[src/rtl/i2c_xfer_sched.sv]
// i2c_xfer_sched: round-robin scheduler sharing one I2C master core and its TX/RX FIFOs
// among NREQ requesters.
//
// For each granted request the block latches the address/R-W byte, byte count and SCL
// divider into the core configuration outputs. It then streams write bytes from the owner
// into the TX FIFO and pulses core_start. Read bytes are returned from the RX FIFO to the
// owner, and a done pulse (with err on timeout) ends the transaction.
//
// Ports:
//   clk, rst                      clock, asynchronous active-high reset
//   req_valid/req_addr_rw/req_cnt request side, one lane of 8 bits per requester
//   req_ready                     one-cycle grant pulse
//   wr_data/wr_valid/wr_ready     per-requester write byte stream
//   rd_data/rd_valid              read byte to the owner (one-hot valid, no backpressure)
//   done/err                      completion pulse to the owner; err = timeout abort
//   cfg_div                       SCL divider, sampled at grant
//   core_addr_rw/core_cnt/core_div, core_start, core_done   I2C core control
//   txff_wr/txff_data/txff_full   TX FIFO write side
//   rxff_rd/rxff_data/rxff_empty  RX FIFO read side (data valid the cycle after rxff_rd)
module i2c_xfer_sched #(
    parameter int unsigned NREQ    = 2,
    parameter int unsigned TIMEOUT = 65535
) (
    input  logic                clk,
    input  logic                rst,
    input  logic [NREQ-1:0]     req_valid,
    input  logic [8*NREQ-1:0]   req_addr_rw,
    input  logic [8*NREQ-1:0]   req_cnt,
    output logic [NREQ-1:0]     req_ready,
    input  logic [8*NREQ-1:0]   wr_data,
    input  logic [NREQ-1:0]     wr_valid,
    output logic [NREQ-1:0]     wr_ready,
    output logic [7:0]          rd_data,
    output logic [NREQ-1:0]     rd_valid,
    output logic [NREQ-1:0]     done,
    output logic                err,
    input  logic [15:0]         cfg_div,
    output logic [7:0]          core_addr_rw,
    output logic [7:0]          core_cnt,
    output logic [15:0]         core_div,
    output logic                core_start,
    input  logic                core_done,
    output logic                txff_wr,
    output logic [7:0]          txff_data,
    input  logic                txff_full,
    output logic                rxff_rd,
    input  logic [7:0]          rxff_data,
    input  logic                rxff_empty
);

    localparam int unsigned OW       = (NREQ > 1) ? $clog2(NREQ) : 1;
    localparam logic [15:0] TMO_LAST = 16'(TIMEOUT - 1);

    typedef logic [OW-1:0] own_t;

    typedef enum logic [2:0] {
        StIdle, StGrant, StLoad, StStart, StWait, StDrain, StFin
    } state_e;

    state_e      state_q, state_d;
    own_t        owner_q, owner_d;
    own_t        rr_ptr_q, rr_ptr_d;
    logic [7:0]  addr_rw_q, addr_rw_d;
    logic [7:0]  cnt_q, cnt_d;
    logic [15:0] div_q, div_d;
    logic [7:0]  left_q, left_d;
    logic [15:0] tmo_q, tmo_d;
    logic        rd_pend_q, rd_pend_d;
    logic        err_q, err_d;
    logic        core_start_q, core_start_d;

    own_t        win_idx;
    logic        is_read;
    logic        push_en;
    logic        pull_en;
    logic        wr_ok;

    assign core_addr_rw = addr_rw_q;
    assign core_cnt     = cnt_q;
    assign core_div     = div_q;
    // Registered from the START state, so the pulse lands in the first WAIT cycle.
    assign core_start   = core_start_q;

    // Round-robin pick: scanning downward leaves the requester closest to rr_ptr as winner.
    always_comb begin
        win_idx = rr_ptr_q;
        for (int i = int'(NREQ) - 1; i >= 0; i--) begin
            if (req_valid[(int'(rr_ptr_q) + i) % int'(NREQ)]) begin
                win_idx = own_t'((int'(rr_ptr_q) + i) % int'(NREQ));
            end
        end
    end

    always_comb begin
        state_d      = state_q;
        owner_d      = owner_q;
        rr_ptr_d     = rr_ptr_q;
        addr_rw_d    = addr_rw_q;
        cnt_d        = cnt_q;
        div_d        = div_q;
        left_d       = left_q;
        tmo_d        = tmo_q;
        err_d        = err_q;
        req_ready    = '0;
        wr_ready     = '0;
        rd_valid     = '0;
        rd_data      = '0;
        done         = '0;
        err          = 1'b0;
        txff_wr      = 1'b0;
        txff_data    = '0;
        rxff_rd      = 1'b0;
        wr_ok        = 1'b0;

        is_read = addr_rw_q[0];
        push_en = (state_q == StLoad) || ((state_q == StWait) && !is_read);
        pull_en = ((state_q == StWait) || (state_q == StDrain)) && is_read;

        if (push_en) begin
            wr_ok             = !txff_full && (left_q != 8'd0);
            wr_ready[owner_q] = wr_ok;
            if (wr_ok && wr_valid[owner_q]) begin
                txff_wr   = 1'b1;
                txff_data = wr_data[int'(owner_q)*8 +: 8];
                left_d    = left_q - 8'd1;
            end
        end

        if (pull_en) begin
            // Only one read in flight: the next read waits for the previous byte to land.
            rxff_rd = !rxff_empty && (left_q != 8'd0) && !rd_pend_q;
            if (rd_pend_q && (left_q != 8'd0)) begin
                rd_valid[owner_q] = 1'b1;
                rd_data           = rxff_data;
                left_d            = left_q - 8'd1;
            end
        end

        rd_pend_d    = rxff_rd;
        core_start_d = (state_q == StStart);

        case (state_q)
            StIdle: begin
                if (|req_valid) begin
                    state_d   = StGrant;
                    owner_d   = win_idx;
                    addr_rw_d = req_addr_rw[int'(win_idx)*8 +: 8];
                    cnt_d     = req_cnt[int'(win_idx)*8 +: 8];
                    left_d    = req_cnt[int'(win_idx)*8 +: 8];
                    div_d     = cfg_div;
                    err_d     = 1'b0;
                end
            end
            StGrant: begin
                req_ready[owner_q] = 1'b1;
                state_d = (!is_read && (left_q != 8'd0)) ? StLoad : StStart;
            end
            StLoad: begin
                // Start early on a full FIFO so a shallow FIFO never stalls the core.
                if ((left_d == 8'd0) || txff_full) begin
                    state_d = StStart;
                end
            end
            StStart: begin
                tmo_d   = '0;
                state_d = StWait;
            end
            StWait: begin
                tmo_d = tmo_q + 16'd1;
                if (core_done) begin
                    state_d = (!is_read || (left_d == 8'd0)) ? StFin : StDrain;
                end else if (tmo_q == TMO_LAST) begin
                    state_d = StFin;
                    err_d   = 1'b1;
                end
            end
            StDrain: begin
                tmo_d = tmo_q + 16'd1;
                if (left_d == 8'd0) begin
                    state_d = StFin;
                end else if (tmo_q == TMO_LAST) begin
                    state_d = StFin;
                    err_d   = 1'b1;
                end
            end
            StFin: begin
                done[owner_q] = 1'b1;
                err           = err_q;
                rr_ptr_d      = (owner_q == own_t'(NREQ - 1)) ? '0 : owner_q + own_t'(1);
                state_d       = StIdle;
            end
            default: begin
                state_d = StIdle;
            end
        endcase
    end

    always_ff @(posedge clk or posedge rst) begin
        if (rst) begin
            state_q      <= StIdle;
            owner_q      <= '0;
            rr_ptr_q     <= '0;
            addr_rw_q    <= '0;
            cnt_q        <= '0;
            div_q        <= '0;
            left_q       <= '0;
            tmo_q        <= '0;
            rd_pend_q    <= 1'b0;
            err_q        <= 1'b0;
            core_start_q <= 1'b0;
        end else begin
            state_q      <= state_d;
            owner_q      <= owner_d;
            rr_ptr_q     <= rr_ptr_d;
            addr_rw_q    <= addr_rw_d;
            cnt_q        <= cnt_d;
            div_q        <= div_d;
            left_q       <= left_d;
            tmo_q        <= tmo_d;
            rd_pend_q    <= rd_pend_d;
            err_q        <= err_d;
            core_start_q <= core_start_d;
        end
    end

endmodule

[config.mk]
export PLATFORM = sky130hd
export DESIGN_NAME = i2c_xfer_sched
export DESIGN_NICKNAME = d
export VERILOG_FILES = /design/src/rtl/i2c_xfer_sched.sv
export SDC_FILE = /design/constraint.sdc
export NUM_CORES = 1
export LEC_CHECK = 0
export ABC_AREA = 1
export CORE_MARGIN = 2
export CORE_UTILIZATION = 44
export CTS_CLUSTER_DIAMETER = 30
export DETAILED_ROUTE_END_ITERATION = 12
export PLACE_DENSITY = 0.83
export SLEW_MARGIN = 5
export SYNTH_ARGS = -nofsm -noshare
export SYNTH_HDL_FRONTEND = slang
export SYNTH_SLANG_ARGS = --single-unit
[constraint.sdc]
create_clock -name clk -period 3 [get_ports clk]
set_input_delay 0.75 -clock clk [delete_from_list [all_inputs] [get_ports clk]]
set_output_delay 0.75 -clock clk [all_outputs]
set_load 0.05 [all_outputs]
==> flow_summary_export.csv <==
group,metric,value,unit
outcome,outcome,"complete, no violations",
timing,finClkSkew,0.005029,ns
worst_setup_path,worstReg2RegStart,"left_q[0]$_DFF_PP0_",
pwr,power.density,928.0,mW/mm2
timing,timing.max_slew.rel_slack,58.31,%
timing,timing_hold_violations_final,0,
floorplanning,fp.dieArea,0.008712,mm2
clock_network,cts-root-to-sink-buffers,2,
timing,achievable-frequency,350.5,MHz
place,portBuffers,140,
layout,layout_common_cells,"nand2_1, clkdlybuf4s50_1, nor2_1, dfrtp_1, inv_1",
yosys,proportion_of_synthesized_chip_area_in_sequential_cells,45.60,%
clock_network,clockRootBuffer,"clkbuf_8",
layout,antenna-diode-count,0,
clock_network,holdBufCountCts,0,
drt,detailedRoute.firstPassIterationCount,5,
worst_setup_path,critPathCaptureType,"output pin",
global_routing,antenna_found_initial,0,
worst_setup_path,worst_r2r_endpoint,"state_q[0]$_DFFE_PP0P_",
drt,route.detailed.drc,0,
worst_setup_path,timing.critical_path.fanout_max,12,
global_routing,global_route_wire_length_before_repair,16.66,mm
yosys,synth.distinct_cells,35,
global_routing,grt.overflow.total,0,
floorplanning,row_count,32,
timing,final.setup.tns,0,ns
layout,seq_area,0.001602,mm2
floorplanning,placeableCoreArea,0.007727,mm2
clock_network,clock_pin_slew_on_the_worst_setup_and_hold_paths,0.06,ns
clock_network,cts_tree,"built",
yosys,post_synth_inst_count,483,
timing,layout_min_cycle_time,2.853,ns
floorplanning,die_h,93.34,um
place,preCtsSetupSlack,0.1365,ns
layout,num-nets-final,709,
clock_network,cts_setup_buffers,0,
timing,finalSetupViolCount,0,
drt,drt-total-wl,10.04,mm
place,place_hpwl,7.617,mm
timing,final-max-slew-violation-count,0,
yosys,synthesis.area,0.003512,mm2
floorplanning,chipWidth,93.34,um
pwr,cellLeakagePower,2.549,nW
worst_hold_path,hold_class,"register to register",
clock_network,cts_max_level,3,
drt,routed_wire_length_per_instance,13.71,um
drt,route.vias.total,3680,
worst_setup_path,timing.critical_path.required,2.25,ns
global_routing,grt_max_degree,65,
yosys,yosys_warnings,0,
yosys,ys_seq_elements,64,
worst_setup_path,crit_arrival,2.10,ns
layout,area.growth.synth_to_final,53.58,%
timing,worst_pin_slew,0.6166,ns
yosys,synth_fp_nets,567,
job,timing.max_cap.violations,0,
worst_hold_path,hold_path_startpoint,"core_div[13]$_DFFE_PP0P_",
worst_setup_path,r2r_setup_slack,0.59,ns
worst_hold_path,whs_endpoint,"core_div[13]$_DFFE_PP0P_",
layout,drive_above_1_share,10.95,%
clock_network,clk_latency,0.33,ns
worst_setup_path,r2r_worst_path_depth,14,
floorplanning,design.portCount,141,
timing,grt_setup_unrepaired,"no",
global_routing,globalRouteTotalUtil,23.85,%
timing,min_period_over_period,95.09,%
clock_network,number_of_buffers_inserted_during_clock_tree_synthesis,9,
layout,multi_input_comb_area,0.001627,mm2
worst_setup_path,crit_type,"input pin to output pin",
drt,first_iter_violations,277,
drt,routed_via_density,5.027,
layout,layout_commonest_cell,"nand2_1",
global_routing,first_global_vias,3644,
place,routabilityCongestion,0.9314,
worst_hold_path,whs_path_depth,2,
floorplanning,initial_core_util,45.45,%
clock_network,cts_repair_resize_count,0,
worst_setup_path,worstSetupStartpointType,"input pin",
drt,ant_nets,0,
timing,postLayoutSetupSlackWorst,0.1472,ns
yosys,syn_area_per_cell,7.271,um2
layout,fill_cells,613,
clock_network,clock_sinks,64,
pwr,worst_ir_drop_vdd,761.0,uV
worst max path at each step:
stage	endpoint	start	cells after the start
floorplan	wr_ready[0]	left_q[0]$_DFF_PP0_	7
global placement	txff_data[7]	wr_valid[0]	6
detailed placement	txff_data[0]	wr_valid[0]	6
CTS	txff_data[0]	wr_valid[0]	6
global route	txff_data[0]	left_q[0]$_DFF_PP0_	8
finish	txff_data[0]	wr_valid[0]	6
state kept, by name, indices dropped and copies added (netlist names):
register,flops
err_q,1
rd_pend_q,1
tmo_q,16
core_addr_rw,8
core_cnt,8
rr_ptr_q,1
core_div,16
owner_q,1
left_q,8
core_start,1
state_q,3
routing by layer:
layer  track usage, %  up-vias  wire, um
met1            29.83     1702      4038
met3            6.769        7       941
met5                0        -         0
met2            40.47      157      4985
met4            6.495        0        74
li1                 -     1814         -
per-stage QoR:
stage	instance area, um2	power [mW]	utilization (%)	std cells	hold WS, ns
after floorplan	3518	3.301	-	483	0.4580
after global placement	5214	4.232	67.47	716	0.4563
after detailed placement	5214	4.315	67.47	716	0.4626
after CTS	5394	5.035	69.80	732	0.4786
after global routing	5394	5.359	69.80	732	0.5121
final	5394	5.005	69.80	732	0.4746
cell type report:
type / instances / share of cell area [%]
multi-input combinational: 345 / 30.16
sequential: 64 / 29.69
clock buffer: 12 / 2.505
timing repair buffer: 146 / 30.34
tap: 102 / 2.366
inverter: 59 / 4.106
clock inverter: 4 / 0.8351
synthesized netlist by cell type:
cell type  count  area [um2]
a21oi_1       15       75.07
a21oi_2        1       8.760
a221oi_1       1       8.760
a22oi_1        1       7.510
a32oi_1        1       8.760
buf_6          2       22.52
clkbuf_1      13       48.80
dfrtp_1       64        1602
ha_1           3       37.54
inv_1         57       214.0
inv_2          2       7.510
mux2i_1        1       10.01
nand2_1      147       551.8
nand2_2        5       31.28
nand2_4        2       22.52
nand3_1       18       90.09
nand3_2        2       20.02
nand3_4        1       17.52
nand3b_1       1       7.510
nand3b_4       1       20.02
nand4_1        5       31.28
nor2_1        65       244.0
nor2_2         4       25.02
nor2_4         1       11.26
nor3_1         7       35.03
nor3_2         3       30.03
nor4_1         4       25.02
nor4b_1        1       8.760
o211ai_1       1       7.510
o21ai_0       43       215.2
o21ai_1        3       15.01
o21bai_1       1       7.510
o22ai_1        5       31.28
o31ai_1        1       7.510
or2_2          1       6.260
kinds of logic (layout without fill, tap and decap cells):
family | after synthesis | after routing | synth area share (%)
multiplexers | 1 | 1 | 0.2850
AND/OR/NAND/NOR | 268 | 268 | 33.52
adder cells (fa/ha/maj) | 3 | 3 | 1.069
flip-flops | 64 | 64 | 45.60
buffers and inverters | 74 | 221 | 8.337
AO/OA/AOI/OAI | 73 | 73 | 11.19
power by group:
part           switching (mW)  internal (mW)  total (mW)
Sequential              0.236           1.19        1.43
Clock                   0.310          0.381       0.691
Combinational            1.94          0.944        2.89
critical path: stages:
cell	delay, ns
clkdlybuf4s50_1	0.45
nand2_1	0.06
nand2_1	0.14
nand3_4	0.18
a21oi_1	0.33
buf_12	0.18
Power figures use the tool's default switching activity.
